File: src/rtl/mem_access_unit_if.sv
// CPU bus seen by the MEM-stage access unit: one request at a time, word-addressed,
// big-endian byte lanes selected by be.
interface mem_access_unit_if #(
   parameter int DATA_W = 32,
   parameter int ADDR_W = 30
);
   // Handshake: the master drops as_ with addr/rw/wr_data/be valid and holds them
   // stable; the transfer completes on the first rising edge where rdy_ is low
   // (read data sampled then), after which as_ returns high.
   logic [ADDR_W-1:0]   addr;
   logic                as_;
   logic                rw;
   logic [DATA_W-1:0]   wr_data;
   logic [DATA_W/8-1:0] be;
   logic [DATA_W-1:0]   rd_data;
   logic                rdy_;

   modport master (output addr, as_, rw, wr_data, be, input rd_data, rdy_);
   modport slave  (input addr, as_, rw, wr_data, be, output rd_data, rdy_);
endinterface

File: src/rtl/mem_access_unit.sv
// MEM-stage memory access unit: byte/half/word loads and stores over a multi-cycle
// bus with stall request, misalignment detection and bus timeout.
module mem_access_unit #(
   parameter int DATA_W     = 32,
   parameter int ADDR_W     = 30,
   parameter int TIMEOUT    = 255,
   parameter bit SUBWORD_EN = 1'b1
) (
   input  logic                                 clk,
   input  logic                                 reset,
   input  logic                                 ex_en,
   input  logic [3:0]                           ex_mem_op,
   input  logic [DATA_W-1:0]                    ex_mem_wr_data,
   input  logic [ADDR_W+$clog2(DATA_W/8)-1:0]   ex_out,
   mem_access_unit_if.master                    bus,
   output logic [DATA_W-1:0]                    out,
   output logic                                 miss_align,
   output logic                                 bus_err,
   output logic                                 busy,
   output logic [1:0]                           dbg_state
);
   localparam int BE_W  = DATA_W / 8;
   localparam int OFF_W = $clog2(BE_W);

   typedef enum logic [1:0] {S_IDLE = 2'd0, S_BUS = 2'd1, S_DONE = 2'd2} state_t;

   state_t              state_q, state_d;
   logic [ADDR_W-1:0]   addr_q, addr_d;
   logic                as_q, as_d;
   logic                rw_q, rw_d;
   logic [DATA_W-1:0]   wr_data_q, wr_data_d;
   logic [BE_W-1:0]     be_q, be_d;
   logic [15:0]         cnt_q, cnt_d;
   logic [DATA_W-1:0]   load_q, load_d;
   logic                err_q, err_d;
   logic                load_op_q, load_op_d;
   logic                sign_q, sign_d;
   logic [1:0]          size_q, size_d;
   logic [OFF_W-1:0]    off_q, off_d;

   // size encoding: 0 byte, 1 halfword, 2 word
   logic                op_mem, op_load, op_sign, aligned, start;
   logic [1:0]          op_size;
   logic [OFF_W-1:0]    off;
   logic [BE_W-1:0]     be_store;
   logic [DATA_W-1:0]   st_data, sh_b, sh_h, ld_ext;

   assign off = ex_out[OFF_W-1:0];

   always_comb begin
      op_mem  = 1'b0;
      op_load = 1'b0;
      op_size = 2'd0;
      case (ex_mem_op)
         4'd1:       begin op_mem = 1'b1;       op_load = 1'b1; op_size = 2'd2; end
         4'd2:       begin op_mem = 1'b1;                       op_size = 2'd2; end
         4'd3, 4'd4: begin op_mem = SUBWORD_EN; op_load = 1'b1; op_size = 2'd1; end
         4'd5:       begin op_mem = SUBWORD_EN;                 op_size = 2'd1; end
         4'd6, 4'd7: begin op_mem = SUBWORD_EN; op_load = 1'b1; op_size = 2'd0; end
         4'd8:       begin op_mem = SUBWORD_EN;                 op_size = 2'd0; end
         default:    ;
      endcase
      op_sign = (ex_mem_op == 4'd3) || (ex_mem_op == 4'd6);
   end

   always_comb begin
      aligned  = 1'b1;
      be_store = '1;
      st_data  = ex_mem_wr_data;
      case (op_size)
         2'd2: aligned = (off == '0);
         2'd1: begin
            aligned  = ~off[0];
            be_store = {2'b11, {(BE_W-2){1'b0}}} >> off;
            st_data  = {(BE_W/2){ex_mem_wr_data[15:0]}};
         end
         default: begin
            be_store = {1'b1, {(BE_W-1){1'b0}}} >> off;
            st_data  = {BE_W{ex_mem_wr_data[7:0]}};
         end
      endcase
   end

   // Offset 0 is the most significant lane, so lanes are right-aligned by shifting down.
   always_comb begin
      sh_b   = bus.rd_data >> (8 * (BE_W - 1 - int'(off_q)));
      sh_h   = bus.rd_data >> (8 * (BE_W - 2 - int'(off_q)));
      ld_ext = bus.rd_data;
      case (size_q)
         2'd0:    ld_ext = {{(DATA_W-8){sign_q & sh_b[7]}}, sh_b[7:0]};
         2'd1:    ld_ext = {{(DATA_W-16){sign_q & sh_h[15]}}, sh_h[15:0]};
         default: ld_ext = bus.rd_data;
      endcase
   end

   assign start = reset & ex_en & op_mem & aligned;

   always_comb begin
      state_d    = state_q;
      addr_d     = addr_q;
      as_d       = as_q;
      rw_d       = rw_q;
      wr_data_d  = wr_data_q;
      be_d       = be_q;
      cnt_d      = cnt_q;
      load_d     = load_q;
      err_d      = err_q;
      load_op_d  = load_op_q;
      sign_d     = sign_q;
      size_d     = size_q;
      off_d      = off_q;
      busy       = 1'b0;
      out        = '0;
      miss_align = 1'b0;
      bus_err    = 1'b0;
      case (state_q)
         S_IDLE: begin
            busy       = start;
            miss_align = ex_en & op_mem & ~aligned;
            out        = (ex_en & op_mem) ? '0 : DATA_W'(ex_out);
            if (start) begin
               state_d   = S_BUS;
               addr_d    = ex_out[ADDR_W+OFF_W-1:OFF_W];
               as_d      = 1'b0;
               rw_d      = op_load;
               wr_data_d = op_load ? '0 : st_data;
               be_d      = op_load ? '1 : be_store;
               cnt_d     = '0;
               err_d     = 1'b0;
               load_op_d = op_load;
               sign_d    = op_sign;
               size_d    = op_size;
               off_d     = off;
            end
         end
         S_BUS: begin
            busy = 1'b1;
            // Completion is tested first so a ready on the last allowed cycle is not an error.
            if (!bus.rdy_) begin
               as_d    = 1'b1;
               load_d  = ld_ext;
               state_d = S_DONE;
            end else if (cnt_q == 16'(TIMEOUT - 1)) begin
               as_d    = 1'b1;
               err_d   = 1'b1;
               state_d = S_DONE;
            end else begin
               cnt_d = cnt_q + 16'd1;
            end
         end
         S_DONE: begin
            bus_err = err_q;
            out     = (err_q || !load_op_q) ? '0 : load_q;
            state_d = S_IDLE;
         end
         default: state_d = S_IDLE;
      endcase
   end

   always_ff @(posedge clk or negedge reset) begin
      if (!reset) begin
         state_q   <= S_IDLE;
         addr_q    <= '0;
         as_q      <= 1'b1;
         rw_q      <= 1'b1;
         wr_data_q <= '0;
         be_q      <= '0;
         cnt_q     <= '0;
         load_q    <= '0;
         err_q     <= 1'b0;
         load_op_q <= 1'b0;
         sign_q    <= 1'b0;
         size_q    <= 2'd0;
         off_q     <= '0;
      end else begin
         state_q   <= state_d;
         addr_q    <= addr_d;
         as_q      <= as_d;
         rw_q      <= rw_d;
         wr_data_q <= wr_data_d;
         be_q      <= be_d;
         cnt_q     <= cnt_d;
         load_q    <= load_d;
         err_q     <= err_d;
         load_op_q <= load_op_d;
         sign_q    <= sign_d;
         size_q    <= size_d;
         off_q     <= off_d;
      end
   end

   assign bus.addr    = addr_q;
   assign bus.as_     = as_q;
   assign bus.rw      = rw_q;
   assign bus.wr_data = wr_data_q;
   assign bus.be      = be_q;
   assign dbg_state   = state_q;
endmodule

File: src/flat_wrapper.sv
// flat-port wrapper written by rule: the top's interface ports become plain ports
module mem_access_unit_flat 
#(
   parameter int DATA_W     = 32,
   parameter int ADDR_W     = 30,
   parameter int TIMEOUT    = 255,
   parameter bit SUBWORD_EN = 1'b1
)
  (clk, reset, ex_en, ex_mem_op, ex_mem_wr_data, ex_out, out, miss_align, bus_err, busy, dbg_state, bus_addr, bus_as_, bus_rw, bus_wr_data, bus_be, bus_rd_data, bus_rdy_);
  mem_access_unit_if #(.DATA_W(DATA_W), .ADDR_W(ADDR_W)) bus_i ();
  input  logic clk;
  input  logic reset;
  input  logic ex_en;
  input  logic [3:0] ex_mem_op;
  input  logic [DATA_W-1:0] ex_mem_wr_data;
  input  logic [ADDR_W+$clog2(DATA_W/8)-1:0] ex_out;
  output logic [DATA_W-1:0] out;
  output logic miss_align;
  output logic bus_err;
  output logic busy;
  output logic [1:0] dbg_state;
  output wire logic [$bits(bus_i.addr)-1:0] bus_addr;
  output wire logic [$bits(bus_i.as_)-1:0] bus_as_;
  output wire logic [$bits(bus_i.rw)-1:0] bus_rw;
  output wire logic [$bits(bus_i.wr_data)-1:0] bus_wr_data;
  output wire logic [$bits(bus_i.be)-1:0] bus_be;
  input wire logic [$bits(bus_i.rd_data)-1:0] bus_rd_data;
  input wire logic [$bits(bus_i.rdy_)-1:0] bus_rdy_;
  assign bus_addr = bus_i.addr;
  assign bus_as_ = bus_i.as_;
  assign bus_rw = bus_i.rw;
  assign bus_wr_data = bus_i.wr_data;
  assign bus_be = bus_i.be;
  assign bus_i.rd_data = bus_rd_data;
  assign bus_i.rdy_ = bus_rdy_;
  mem_access_unit #(.DATA_W(DATA_W), .ADDR_W(ADDR_W), .TIMEOUT(TIMEOUT), .SUBWORD_EN(SUBWORD_EN)) u_core (.clk(clk), .reset(reset), .ex_en(ex_en), .ex_mem_op(ex_mem_op), .ex_mem_wr_data(ex_mem_wr_data), .ex_out(ex_out), .bus(bus_i), .out(out), .miss_align(miss_align), .bus_err(bus_err), .busy(busy), .dbg_state(dbg_state));
endmodule
File: config.mk
export PLATFORM = sky130hd
export DESIGN_NAME = mem_access_unit_flat
export DESIGN_NICKNAME = d
export VERILOG_FILES = /design/src/rtl/mem_access_unit_if.sv /design/src/rtl/mem_access_unit.sv /design/src/flat_wrapper.sv
export SDC_FILE = /design/constraint.sdc
export NUM_CORES = 1
export LEC_CHECK = 0
export CORE_AREA = 4 4 122 124
export DETAILED_ROUTE_END_ITERATION = 6
export DIE_AREA = 0 0 126 128
export MAX_ROUTING_LAYER = met4
export PLACE_DENSITY = 0.84
export SYNTH_ARGS = -nofsm -noshare
export SYNTH_HDL_FRONTEND = slang
export SYNTH_SLANG_ARGS = --single-unit
File: constraint.sdc
create_clock -name clk -period 7 [get_ports clk]
set_clock_uncertainty 0.2 [all_clocks]
set_input_delay 0.7 -clock clk [delete_from_list [all_inputs] [get_ports clk]]
set_output_delay 0.7 -clock clk [all_outputs]
set_load 0.01 [all_outputs]
==> summary.txt <==
Run status
  • Status: finished with violations
  • Violated checks: design-rule violations

Global routing
  • GR Util met1: 0.396
  • Largest net degree at the start of global routing: 106
  • Met3 usage: 0.0679
  • Global routing's busiest layer: met2
  • Tot GR Track Use: 0.294
  • Initial antenna violation count: 0
  • Grt total ovfl: 0
  • Grt met2 use: 0.443
  • First-pass GRT wire length: 36.6 mm
  • Number of global-route vias before repair: 6697

Clock network
  • CTS tree: built
  • Post-CTS setup buffers: 0
  • Skew-Pair Late Insertion Delay: 0.42 ns
  • Hold buffer count at CTS: 0
  • PostCTS Resize Cnt: 0
  • Longest Clk Path Bufs: 2
  • CTS sink count: 125
  • Clock slew at reported path FFs: 0.06 ns
  • Htree depth: 4
  • Clock Tree Root: clkbuf_16
  • Number of CTS-inserted buffers: 17

Power
  • Pleak: 4.18 nW
  • Worst vdd ir: 191 µV
  • Power per Cell Area: 297 nW/µm²

Floorplan
  • Chip height: 128 µm
  • Num rows: 43
  • Core Box Area: 13800 µm²
  • Die area: 16100 µm²
  • Initial Utilization: 0.499
  • Die X: 126 µm
  • # IOs: 209

Place
  • # placed instances: 1121
  • Post-DP Area: 8960 µm²
  • HPWL Detailed: 16.1 mm
  • IO buf count: 208
  • Setup WS pre-CTS: 1.82 ns
  • Routability cong.: 0.941

Timing
  • Total negative slack: 0 ns
  • Slew HR: 0.255
  • Pins Over Slew Limit: 0
  • Max Clk Rate: 207 MHz
  • Final Hold Vio Count: 0
  • Final setup margin: 2.16 ns
  • RSZ-0062 raised after global routing: no
  • Minimum clock period: 4.84 ns
  • Worst Tran Pin Value: 1.12 ns
  • Tcrit/Tclk final: 0.691
  • Final setup viols: 0

Yosys
  • Mapped cell area: 6880 µm²
  • Synth Instances: 784
  • Avg Inst Size Synth: 8.77 µm²
  • Post-synth EDFFs: 0
  • Post-Syn Nets: 894
  • Share of synthesized registers carrying an async set or reset: 1.00
  • Sequential-to-total area share from yosys stat: 0.455
  • Ys Warns: 0
  • Post-synth top flop: dfrtp_1
  • Post-synthesis register bit count: 125
  • Distinct cells, synth: 56

Critical path
  • Critical path class: in -> reg
  • Worst EP required: 7.11 ns
  • Critical Path AT: 4.94 ns
  • Worst Setup End Kind: register
  • Crit path max fanout: 105
  • CP Launch Type: input pin

Drt
  • Via density: 5.95
  • Final ANT Viol Nets: 0
  • Routed wire length: 23.0 mm
  • DRT Pass-1 Iters: 7
  • Initial DRC count: 816
  • Vias: 6864
  • DRC: 1
  • Wirelength per Cell: 20.0 µm

Layout
  • Filler cells: 1076
  • Share of post-route cells with drive strength above 1: 0.0658
  • Fin area: 9540 µm²
  • Non-Filler Instances: 1153
  • Nets: 1070
  • Synth-to-Final Area Change: 38.8%
  • N_diodes: 0

Flow run
  • Max-cap viol count: 0

Hold path
  • HP Class: in -> async
-- state kept, by name, indices dropped and copies added, names as in the netlist --
| signal | count |
|---|---|
| u_core.bus.be | 4 |
| u_core.bus.wr_data | 32 |
| u_core.off_q | 2 |
| u_core.bus.rw | 1 |
| u_core.bus.as_ | 1 |
| u_core.dbg_state | 2 |
| u_core.bus.addr | 30 |
| u_core.size_q | 2 |
| u_core.load_op_q | 1 |
| u_core.load_q | 32 |
| u_core.cnt_q | 16 |
| u_core.err_q | 1 |
| u_core.sign_q | 1 |
-- kinds of logic after synthesis --
kind of cell               share of synthesized area
AOI/OAI and AO/OA                              0.184
xor gates and xnor gates                      0.0153
adders and majority gates                     0.0109
buffers and inverters                         0.0519
DFF                                            0.455
muxes                                         0.0424
and+or+nand+nor                                0.240
-- cells in the mapped netlist, types with 10 or more instances --
library cell	number	area share
nand2_1	171	0.093
o31ai_1	24	0.026
buf_6	10	0.016
nand3_1	55	0.040
a22oi_1	56	0.061
mux2i_1	10	0.015
dfrtp_1	123	0.45
a211oi_1	16	0.017
nor2_1	85	0.046
o21ai_0	17	0.012
a21oi_1	28	0.020
xor2_1	12	0.015
nor2b_1	14	0.013
clkbuf_1	41	0.022
-- path summary, 6_finish.rpt --
path,endpoint,slack [ns],startpoint,cells past startpoint
max,u_core.cnt_q[13]$_DFFE_PN0P_,2.16,ex_mem_op[1],9
max in group asynchronous,u_core.bus.wr_data[25]$_DFFE_PN0P_,4.92,reset,3
min reg2reg,u_core.bus.addr[2]$_DFFE_PN0P_,0.27,u_core.bus.addr[2]$_DFFE_PN0P_,2
min,u_core.bus.addr[16]$_DFFE_PN0P_,0.04,reset,1
max reg2reg,u_core.load_q[20]$_DFFE_PN0P_,3.70,u_core.off_q[1]$_DFFE_PN0P_,6
min in group clk,u_core.bus.addr[2]$_DFFE_PN0P_,0.27,u_core.bus.addr[2]$_DFFE_PN0P_,2
-- cell type report --
cell class | count | area, µm² | area share
Timing Repair Buffer | 219 | 2160 | 0.227
Clock inverter | 13 | 149 | 0.0156
Sequential cell | 125 | 3130 | 0.328
Inverter | 8 | 30.0 | 0.00315
Tap cell | 180 | 225 | 0.0236
Multi-Input combinational cell | 589 | 3410 | 0.358
Clock buffer | 19 | 433 | 0.0454
-- through the flow --
step                total power [W]  hold WS [ns]  utilization
finish                      0.00283        0.0376        0.693
CTS                         0.00284        0.0369        0.693
detailed placement          0.00195         0.260        0.651
global route                0.00297        0.0614        0.693
floorplan                   0.00148         0.204            -
global placement            0.00192         0.250        0.651
-- routing by layer --
metal | wire (µm) | vias to the layer above
li1 | - | 3154
met1 | 9610 | 3277
met2 | 10700 | 381
met3 | 2120 | 52
met4 | 567 | 0
met5 | 0 | -
-- power breakdown --
part / total, W / internal (W) / switching, W / leakage [nW]
clock network: 0.000882 / 0.000555 / 0.000328 / 0.286
registers: 0.00104 / 0.000903 / 0.000135 / 1.60
logic: 0.000914 / 0.000454 / 0.000459 / 2.29
total: 0.00283 / 0.00191 / 0.000922 / 4.18
-- cell usage in the layout, fill, tap and decap left out, types with 4 or more instances in the layout --
cell type	netlist	final
o31ai_1	24	24
ha_1	6	6
buf_4	3	12
o21ai_0	17	17
nor2_1	85	84
nand2_1	171	171
and3_1	4	4
a211oi_1	16	16
a22oi_1	56	56
a22o_1	5	5
mux4_2	8	8
xor2_1	12	12
a21oi_1	28	28
clkinv_2	0	7
dfrtp_1	123	123
nand3_1	55	55
nand2b_1	4	4
a221oi_1	7	7
nand4_1	8	8
mux2i_1	10	10
o2bb2ai_1	4	4
clkbuf_16	0	17
nor3_1	8	7
clkdlybuf4s50_1	0	207
a31oi_1	8	8
inv_1	8	8
nor2b_1	14	14
-- critical path: stages --
cell             delay [ns]
clkdlybuf4s50_1        0.62
and2b_1                0.25
o21ai_0                0.40
ha_1                   0.66
or2_2                  0.55
o221ai_1               0.35
or4_4                  0.95
nand2_1                0.17
a22o_1                 0.26
Note: power is estimated with default switching activity, not from simulation.
